$ cat config.mk
export PLATFORM = sky130hd
export DESIGN_NAME = reg_dump
export DESIGN_NICKNAME = d
export VERILOG_FILES = /design/src/rtl/reg_dump_pkg.sv /design/src/rtl/reg_dump_csum.sv /design/src/rtl/reg_dump.sv
export SDC_FILE = /design/constraint.sdc
export NUM_CORES = 1
export LEC_CHECK = 0
export BUFFER_PORTS_ARGS = -buffer_cell sky130_fd_sc_hd__buf_2
export CAP_MARGIN = 20
export CORE_MARGIN = 2
export CORE_UTILIZATION = 47
export DETAILED_ROUTE_END_ITERATION = 7
export GPL_ROUTABILITY_DRIVEN = 1
export HOLD_SLACK_MARGIN = 0.12
export PLACE_DENSITY = 0.79
export SYNTH_ARGS = -nofsm -noshare
export SYNTH_HDL_FRONTEND = slang
export SYNTH_SLANG_ARGS = --single-unit
export TNS_END_PERCENT = 30
$ cat constraint.sdc
create_clock -name clk -period 2.3 [get_ports clk]
set_clock_uncertainty 0.15 [all_clocks]
set_input_delay 0.575 -clock clk [delete_from_list [all_inputs] [get_ports clk]]
set_output_delay 0.575 -clock clk [all_outputs]
set_load 0.005 [all_outputs]
$ cat src/rtl/reg_dump_pkg.sv
// ----------------------------------------------------------------------------
// reg_dump_pkg
// Shared types and default sizing for the register-dump block.
//   - state_t   : FSM state encoding used by reg_dump
//   - NREGS_DEF : default number of registers walked
//   - AW_DEF    : default register address width
//   - DW_DEF    : default register data width
// Optional feature macro: REG_DUMP_CHECKSUM_EN (adds the CSUM state).
// ----------------------------------------------------------------------------
package reg_dump_pkg;

    localparam int NREGS_DEF = 32;
    localparam int AW_DEF    = 5;
    localparam int DW_DEF    = 32;

`ifdef REG_DUMP_CHECKSUM_EN
    typedef enum logic [2:0] {
        IDLE = 3'd0,
        LOAD = 3'd1,
        SEND = 3'd2,
        CSUM = 3'd3,
        DONE = 3'd4
    } state_t;
`else
    typedef enum logic [2:0] {
        IDLE = 3'd0,
        LOAD = 3'd1,
        SEND = 3'd2,
        DONE = 3'd4
    } state_t;
`endif

endpackage

$ cat src/rtl/reg_dump_csum.sv
// ----------------------------------------------------------------------------
// reg_dump_csum
// Running XOR of every accepted data beat of a dump. Only present when the
// REG_DUMP_CHECKSUM_EN macro is defined; otherwise this file is empty.
// Ports:
//   clk   - rising-edge clock
//   rst   - asynchronous active-high reset, clears the checksum
//   clear - clears the checksum (asserted when a dump starts)
//   en    - fold din into the checksum this cycle
//   din   - beat payload being accepted
//   csum  - current checksum value
// ----------------------------------------------------------------------------
`ifdef REG_DUMP_CHECKSUM_EN
module reg_dump_csum
    import reg_dump_pkg::*;
#(
    parameter int DW = DW_DEF
) (
    input  logic          clk,
    input  logic          rst,
    input  logic          clear,
    input  logic          en,
    input  logic [DW-1:0] din,
    output logic [DW-1:0] csum
);

    logic [DW-1:0] csum_q;
    logic [DW-1:0] csum_d;

    // Clear wins over accumulate so a new dump always starts from zero.
    always_comb begin
        csum_d = csum_q;
        if (clear) begin
            csum_d = '0;
        end else if (en) begin
            csum_d = csum_q ^ din;
        end
    end

    always_ff @(posedge clk or posedge rst) begin
        if (rst) begin
            csum_q <= '0;
        end else begin
            csum_q <= csum_d;
        end
    end

    assign csum = csum_q;

endmodule
`endif

$ cat src/rtl/reg_dump.sv
// ----------------------------------------------------------------------------
// reg_dump
// Walks registers 0..NREGS-1 of an external register file and streams each
// one out over a valid/ready interface, then pulses done.
// Ports:
//   clk, rst             - clock and asynchronous active-high reset
//   start                - one-cycle request to begin a dump (IDLE only)
//   abort                - cancel the dump in progress, no done pulse
//   rd_addr / rd_data    - combinational register-file read port
//   dout_valid/ready     - stream handshake
//   dout_data/idx/last   - beat payload, register index, final-beat flag
//   busy                 - high whenever the FSM is not IDLE
//   done                 - one-cycle pulse after the final beat is accepted
// Optional feature macro: REG_DUMP_CHECKSUM_EN appends a checksum beat
// (XOR of all data beats) with dout_idx 0 and dout_last 1.
// ----------------------------------------------------------------------------
module reg_dump
    import reg_dump_pkg::*;
#(
    parameter int NREGS = NREGS_DEF,
    parameter int AW    = AW_DEF,
    parameter int DW    = DW_DEF
) (
    input  logic          clk,
    input  logic          rst,
    input  logic          start,
    input  logic          abort,
    output logic [AW-1:0] rd_addr,
    input  logic [DW-1:0] rd_data,
    output logic          dout_valid,
    input  logic          dout_ready,
    output logic [DW-1:0] dout_data,
    output logic [AW-1:0] dout_idx,
    output logic          dout_last,
    output logic          busy,
    output logic          done
);

    localparam logic [AW-1:0] LAST_IDX = AW'(NREGS - 1);

    state_t        state_q,      state_d;
    logic [AW-1:0] idx_q,        idx_d;
    logic          dout_valid_q, dout_valid_d;
    logic [DW-1:0] dout_data_q,  dout_data_d;
    logic [AW-1:0] dout_idx_q,   dout_idx_d;
    logic          dout_last_q,  dout_last_d;
    logic          handshake;

    assign handshake = dout_valid_q & dout_ready;

`ifdef REG_DUMP_CHECKSUM_EN
    logic          csum_clear;
    logic          csum_en;
    logic [DW-1:0] csum_value;

    // Only register beats feed the checksum; the checksum beat itself does not.
    assign csum_clear = (state_q == IDLE) && start && !abort;
    assign csum_en    = (state_q == SEND) && handshake;

    reg_dump_csum #(
        .DW (DW)
    ) u_csum (
        .clk   (clk),
        .rst   (rst),
        .clear (csum_clear),
        .en    (csum_en),
        .din   (dout_data_q),
        .csum  (csum_value)
    );
`endif

    // Next-state and beat-register logic. Abort overrides everything else
    // outside IDLE, including a handshake on the same cycle.
    always_comb begin
        state_d      = state_q;
        idx_d        = idx_q;
        dout_valid_d = dout_valid_q;
        dout_data_d  = dout_data_q;
        dout_idx_d   = dout_idx_q;
        dout_last_d  = dout_last_q;

        if (abort && (state_q != IDLE)) begin
            state_d      = IDLE;
            idx_d        = '0;
            dout_valid_d = 1'b0;
        end else begin
            case (state_q)
                IDLE: begin
                    if (start) begin
                        idx_d   = '0;
                        state_d = LOAD;
                    end
                end
                LOAD: begin
                    dout_data_d  = rd_data;
                    dout_idx_d   = idx_q;
`ifdef REG_DUMP_CHECKSUM_EN
                    dout_last_d  = 1'b0;
`else
                    dout_last_d  = (idx_q == LAST_IDX);
`endif
                    dout_valid_d = 1'b1;
                    state_d      = SEND;
                end
                SEND: begin
                    if (handshake) begin
                        dout_valid_d = 1'b0;
                        if (idx_q == LAST_IDX) begin
`ifdef REG_DUMP_CHECKSUM_EN
                            state_d = CSUM;
`else
                            state_d = DONE;
`endif
                        end else begin
                            idx_d   = idx_q + AW'(1);
                            state_d = LOAD;
                        end
                    end
                end
`ifdef REG_DUMP_CHECKSUM_EN
                // First CSUM cycle captures the finished checksum (which now
                // includes the final register beat); the rest wait for accept.
                CSUM: begin
                    if (!dout_valid_q) begin
                        dout_data_d  = csum_value;
                        dout_idx_d   = '0;
                        dout_last_d  = 1'b1;
                        dout_valid_d = 1'b1;
                    end else if (handshake) begin
                        dout_valid_d = 1'b0;
                        state_d      = DONE;
                    end
                end
`endif
                DONE: begin
                    dout_valid_d = 1'b0;
                    state_d      = IDLE;
                end
                default: begin
                    state_d      = IDLE;
                    dout_valid_d = 1'b0;
                end
            endcase
        end
    end

    always_ff @(posedge clk or posedge rst) begin
        if (rst) begin
            state_q      <= IDLE;
            idx_q        <= '0;
            dout_valid_q <= 1'b0;
            dout_data_q  <= '0;
            dout_idx_q   <= '0;
            dout_last_q  <= 1'b0;
        end else begin
            state_q      <= state_d;
            idx_q        <= idx_d;
            dout_valid_q <= dout_valid_d;
            dout_data_q  <= dout_data_d;
            dout_idx_q   <= dout_idx_d;
            dout_last_q  <= dout_last_d;
        end
    end

    // The read address is only meaningful while a register is being loaded.
    assign rd_addr    = (state_q == LOAD) ? idx_q : '0;
    assign busy       = (state_q != IDLE);
    assign done       = (state_q == DONE);
    assign dout_valid = dout_valid_q;
    assign dout_data  = dout_data_q;
    assign dout_idx   = dout_idx_q;
    assign dout_last  = dout_last_q;

endmodule
# Yosys cells after proc, flatten, opt, wreduce, memory -nomap -nowiden
# Index checks and enable logic that the tools add are counted.
[op_classes]
addsub = 1
mul = 0
div = 0
n_lt_le_gt_ge = 0
eq_ne = 8
shifts = 0
mux = 14
n_bitwise = 2
reduce_logical = 8
[op_table]
columns = ["op", "n"]
rows = [
  ["$mux W5", 5],
  ["$mux W3", 4],
  ["$pmux W5 S2", 1],
  ["$ne A3 B3 Y1 const B", 3],
  ["$pmux W3 S3", 1],
  ["$reduce_and A2 Y1", 3],
  ["$reduce_bool A3 Y1", 2],
  ["$add A5 B1 Y5 const B", 1],
  ["$eq A5 B5 Y1 const B", 1],
  ["$reduce_and A4 Y1", 1],
  ["$eq A3 B1 Y1 const B", 1],
  ["$eq A3 B2 Y1 const B", 1],
  ["$eq A3 B3 Y1 const B", 1],
  ["$logic_not A3 Y1", 1],
  ["$pmux W1 S3", 1],
  ["$mux W1", 2],
  ["$ne A2 B2 Y1 const B", 1],
  ["$and A1 B1 Y1", 1],
  ["$logic_and A1 B1 Y1", 1],
  ["$not A1 Y1", 1],
]
[totals]
reg_bits = 47
latchBits = 0
mem_bits_rw = 0
romBits = 0
out_inout_bits = 46
word_cells = 39
mem_count = 0

# Longest topological paths before layout
[depth]
ltp_word = 5
mapped_depth = 6
mapped_depth_nobuf = 6

# Worst setup path before layout
# OpenSTA, ideal clock, no wires.
[synth_timing]
path_kind = "input-to-reg"
from = "input port abort"
to = "register dout_idx_q[4], in the netlist dout_idx[4]"
setup_time_ns = 0.127
arrival_ns = 1.675
required_ns = 2.023
path_slack_ns = 0.347
cell_stages = 5
n_path_buf = 2
cell_sequence = "or3b_1 > nor2_2 > buf_4 > buf_8 > mux2_1"
[synth_between]
elab_chain_len = 3
[synth_rtl]
columns = ["element", "line_no", "rtl"]
rows = [
  ["start, declared", "reg_dump.sv:27", "input logic abort,"],
  ["$logic_and A1 B1 Y1", "reg_dump.sv:82", "if (abort && (state_q != IDLE)) begin"],
  ["$not A1 Y1 (no line)", "-", ""],
  ["$reduce_and A2 Y1 (no line)", "-", ""],
  ["end signal, assigned", "reg_dump.sv:160", "dout_idx_q <= dout_idx_d;"],
  ["end, declared", "reg_dump.sv:45", "logic [AW-1:0] dout_idx_q, dout_idx_d;"],
]
# No other way between the ends.
# A chain may end at the register's enable or synchronous reset.

# Final worst setup path
[layout_timing]
from = "register state_q[2]"
to = "output port rd_addr[0]"
[layout_between]
elab_chain_len = 2
[layout_rtl]
columns = ["element", "line_no", "rtl"]
rows = [
  ["start, declared", "reg_dump.sv:41", "state_t state_q, state_d;"],
  ["start signal, assigned", "reg_dump.sv:156", "state_q <= state_d;"],
  ["$eq A3 B1 Y1", "reg_dump.sv:166", "assign rd_addr = (state_q == LOAD) ? idx_q : '0;"],
  ["$mux W5", "reg_dump.sv:166", ""],
  ["end, declared", "reg_dump.sv:28", "output logic [AW-1:0] rd_addr,"],
]
# No other way between the ends.

==> impl_table.tex <==
\begin{tabular}{lr}
\hline
Metric & Value \\
\hline
\multicolumn{2}{l}{\textbf{Outcome}} \\
Outcome & finished clean \\
\multicolumn{2}{l}{\textbf{Clock network}} \\
Total clock buffers created by CTS & 5 \\
Clock net sink count & 47 \\
Maximum clock insertion buffer count & 2 \\
CTS tree & built \\
Clock-pin transition on the worst setup and hold timing paths & 0.08 ns \\
Root Buffer Master & sky130\_fd\_sc\_hd\_\_clkbuf\_8 \\
Clock insertion delay at the later pin of the skew report & 0.29 ns \\
CTS H-tree depth & 2 \\
\multicolumn{2}{l}{\textbf{Place}} \\
Minimum setup slack after placement & 0.178 ns \\
Post-detailed-placement cell area & 0.00246 mm2 \\
Port-buffer cells & 82 \\
Weighted congestion reported at the end of routability-driven placement & 0.820 \\
Placed Cells incl. Taps & 267 \\
HPWL after detailed placement & 2680 um \\
\multicolumn{2}{l}{\textbf{Worst hold path}} \\
HP Class & input port to asynchronous set/reset pin \\
\multicolumn{2}{l}{\textbf{Global routing}} \\
Largest net degree at the start of global routing & 28 \\
Total congestion overflow & 0 \\
Number of global-route vias before repair & 1,290 \\
Initial antenna violation count & 0 \\
Overall track demand over capacity in global routing & 16.6\% \\
Wire length of the first global-routing pass & 5760 um \\
\multicolumn{2}{l}{\textbf{STA}} \\
RSZ-0062 raised after global routing & no \\
Worst setup margin & 0.189 ns \\
Period minus WS final & 2.11 ns \\
Final Max Tran Viols & 0 \\
Slew margin rel. & 68.6\% \\
Pin slew with the least headroom to its limit & 0.471 ns \\
Fmax & 474 MHz \\
Final total negative setup slack & 0 ns \\
Count of endpoints failing setup in the final report & 0 \\
Final Hold Viols & 0 \\
Final critical-path share of the clock period & 91.8\% \\
\multicolumn{2}{l}{\textbf{Synth}} \\
Cell taking the most area after synthesis & sky130\_fd\_sc\_hd\_\_dfrtp\_1 \\
Largest cells by area after synthesis & sky130\_fd\_sc\_hd\_\_dfrtp\_1 (60\%), sky130\_fd\_sc\_hd\_\_mux2\_2 (17\%), sky130\_fd\_sc\_hd\_\_mux2\_1 (5.2\%), sky130\_fd\_sc\_hd\_\_ha\_1 (1.9\%), sky130\_fd\_sc\_hd\_\_and2\_1 (1.6\%) \\
Average instance area after synthesis & 14.4 um2 \\
Seq/Total Area, Yosys & 60.0\% \\
Share of the synthesized area in the top cell type & 60.0\% \\
Share of flip-flops with an asynchronous set or reset after synthesis & 100\% \\
Combined area of all synthesized cells & 0.00196 mm2 \\
Synth cell count leaders & sky130\_fd\_sc\_hd\_\_dfrtp\_1 (47), sky130\_fd\_sc\_hd\_\_mux2\_2 (29), sky130\_fd\_sc\_hd\_\_mux2\_1 (9), sky130\_fd\_sc\_hd\_\_and2\_1 (5) \\
Number of flip-flops and latches in the synthesized netlist & 47 \\
Synth cell types & 33 \\
Main synth FF type & sky130\_fd\_sc\_hd\_\_dfrtp\_1 \\
Count of flip-flops with a built-in enable after synthesis & 0 \\
Count of yosys warnings during synthesis & 0 \\
Most numerous cell in the Yosys netlist & sky130\_fd\_sc\_hd\_\_dfrtp\_1 \\
Post-Syn Nets & 176 \\
Instance count of the mapped netlist & 136 \\
\multicolumn{2}{l}{\textbf{Setup path}} \\
Startpoint kind of the worst setup timing path & flop \\
Depth of the most critical reg-to-reg path & 6 \\
Family with the most delay on the worst path & simple AND/OR/NAND/NOR gates \\
Reg-to-reg slack, setup & 0.23 ns \\
Reg2Reg Capture Point & idx\_q[4] \\
Slowest-stage cell, CP & sky130\_fd\_sc\_hd\_\_dfrtp\_1 \\
Last element of the critical path & rd\_addr[0] \\
Cells along the critical path & nor3b\_2 > and2\_1 > buf\_2 \\
Launching point of the worst reg2reg path & idx\_q[0] \\
Data required time at the worst endpoint & 1.57 ns \\
Crit Path Category & flop to primary output \\
Buffers and inverters on the worst path & 1 \\
Crit Path Max Fanout & 8 \\
Critical path origin & state\_q[2] \\
CP Data Arrival Time & 1.39 ns \\
Total number of cells along the worst setup path & 3 \\
Largest stage delay on the critical path & 0.49 ns \\
Critical Path End Type & primary output \\
\multicolumn{2}{l}{\textbf{Die}} \\
Vertical die dimension & 68.6 um \\
Starting density of the core & 49.0\% \\
Full die area & 0.00470 mm2 \\
Boundary Pins & 83 \\
Die width & 68.6 um \\
Number of rows created at floorplan & 23 \\
Area of the core & 0.00400 mm2 \\
\multicolumn{2}{l}{\textbf{Power}} \\
Power density relative to cell area & 945 mW/mm2 \\
Leakage power summed over all cells & 1.30 nW \\
Post-layout power & 0.00240 W \\
Worst IR drop on VDD & 0.597 mV \\
\multicolumn{2}{l}{\textbf{Final layout}} \\
Layout Cells excl Fill & 275 \\
Synth-to-layout area growth & 29.7\% \\
Final Net Count & 264 \\
Final instance area & 0.00254 mm2 \\
Fraction of layout cells with a size suffix above 1 & 56.0\% \\
Antenna cells & 0 \\
\multicolumn{2}{l}{\textbf{Routing}} \\
Via total after detailed routing & 1,387 \\
Overall routed net length & 3640 um \\
Length of the first detailed-routing pass in iterations & 4 \\
Via count normalized by instance count & 5.04 \\
Average wire length per cell after detail routing & 13.2 um \\
Post-route DRC violation count & 0 \\
Antenna-violating nets left & 0 \\
Initial detailed-routing violation count & 82 \\
\multicolumn{2}{l}{\textbf{Job}} \\
Max cap viols & 0 \\
\hline
\end{tabular}
==> state kept, by name, indices dropped and copies added, names as in the netlist <==
| name | count |
|---|---|
| dout_data | 32 |
| dout_idx | 5 |
| idx_q | 5 |
| state_q | 3 |
| dout_last | 1 |
| dout_valid | 1 |
==> cells in the final DEF, fill, tap and decap left out, types with 2 or more instances in the layout <==
| cell | instances |
|---|---|
| sky130_fd_sc_hd__nand2_1 | 3 |
| sky130_fd_sc_hd__inv_1 | 3 |
| sky130_fd_sc_hd__clkbuf_1 | 2 |
| sky130_fd_sc_hd__mux2i_1 | 2 |
| sky130_fd_sc_hd__ha_1 | 3 |
| sky130_fd_sc_hd__buf_4 | 2 |
| sky130_fd_sc_hd__buf_12 | 2 |
| sky130_fd_sc_hd__clkbuf_8 | 5 |
| sky130_fd_sc_hd__dfrtp_1 | 47 |
| sky130_fd_sc_hd__a31oi_1 | 4 |
| sky130_fd_sc_hd__and3_1 | 2 |
| sky130_fd_sc_hd__mux2_1 | 9 |
| sky130_fd_sc_hd__buf_2 | 82 |
| sky130_fd_sc_hd__o21ai_0 | 2 |
| sky130_fd_sc_hd__nand2b_1 | 3 |
| sky130_fd_sc_hd__and2_1 | 5 |
| sky130_fd_sc_hd__mux2_2 | 29 |
==> cells by family after synthesis <==
logic type | Yosys count | synth area share, %
multiplexers | 40 | 22.8
flip-flops | 47 | 60.0
adder cells (fa/ha/maj) | 3 | 1.91
AND/OR/NAND/NOR | 27 | 9.25
buffers and inverters | 9 | 2.62
AO/OA/AOI/OAI | 10 | 3.38
==> report_power, final <==
part / leakage (nW) / internal (W) / switching [W]
clock network: 0.0422 / 0.000213 / 0.000251
registers: 0.582 / 0.00109 / 0.000135
logic: 0.679 / 0.000436 / 0.000272
total: 1.30 / 0.00174 / 0.000659
==> cell type report <==
cell class                      count  area (um2)
Clock inverter                      1        5.00
Tap cell                           50        62.6
Inverter                            4        15.0
Multi-Input combinational cell     80         743
Fill cell                         305        1460
Clock buffer                        7        76.3
Timing Repair Buffer               86         465
Sequential cell                    47        1180
==> worst min-delay path by stage <==
stage                startpoint       endpoint  cells past startpoint
finish                      rst  dout_data[18]                      2
global route                rst  dout_data[12]                      2
CTS                         rst  dout_data[18]                      2
detailed placement  dout_idx[2]    dout_idx[2]                      1
global placement    dout_idx[2]    dout_idx[2]                      1
floorplan              idx_q[3]       idx_q[3]                      1
==> routing by layer <==
metal | wire length, um | vias up | GRT usage [%]
li1 | - | 659 | -
met1 | 1560 | 672 | 21.5
met2 | 1780 | 50 | 26.3
met3 | 246 | 6 | 5.19
met4 | 53 | 0 | 6.00
met5 | 0 | - | 0
==> stage by stage <==
| step | hold slack (ns) | util (%) |
|---|---|---|
| after floorplan | 0.323 | - |
| after global placement | 0.313 | 61.4 |
| after detailed placement | 0.324 | 61.4 |
| after CTS | 0.148 | 63.5 |
| after global routing | 0.176 | 63.6 |
| final | 0.138 | 63.6 |
==> what timing repair did <==
item,in CTS,in global routing
gates resized for setup,0,1
setup endpoints to repair,0,5
setup buffers,0,0
hold buffers,0,0
Power figures use the tool's default switching activity.
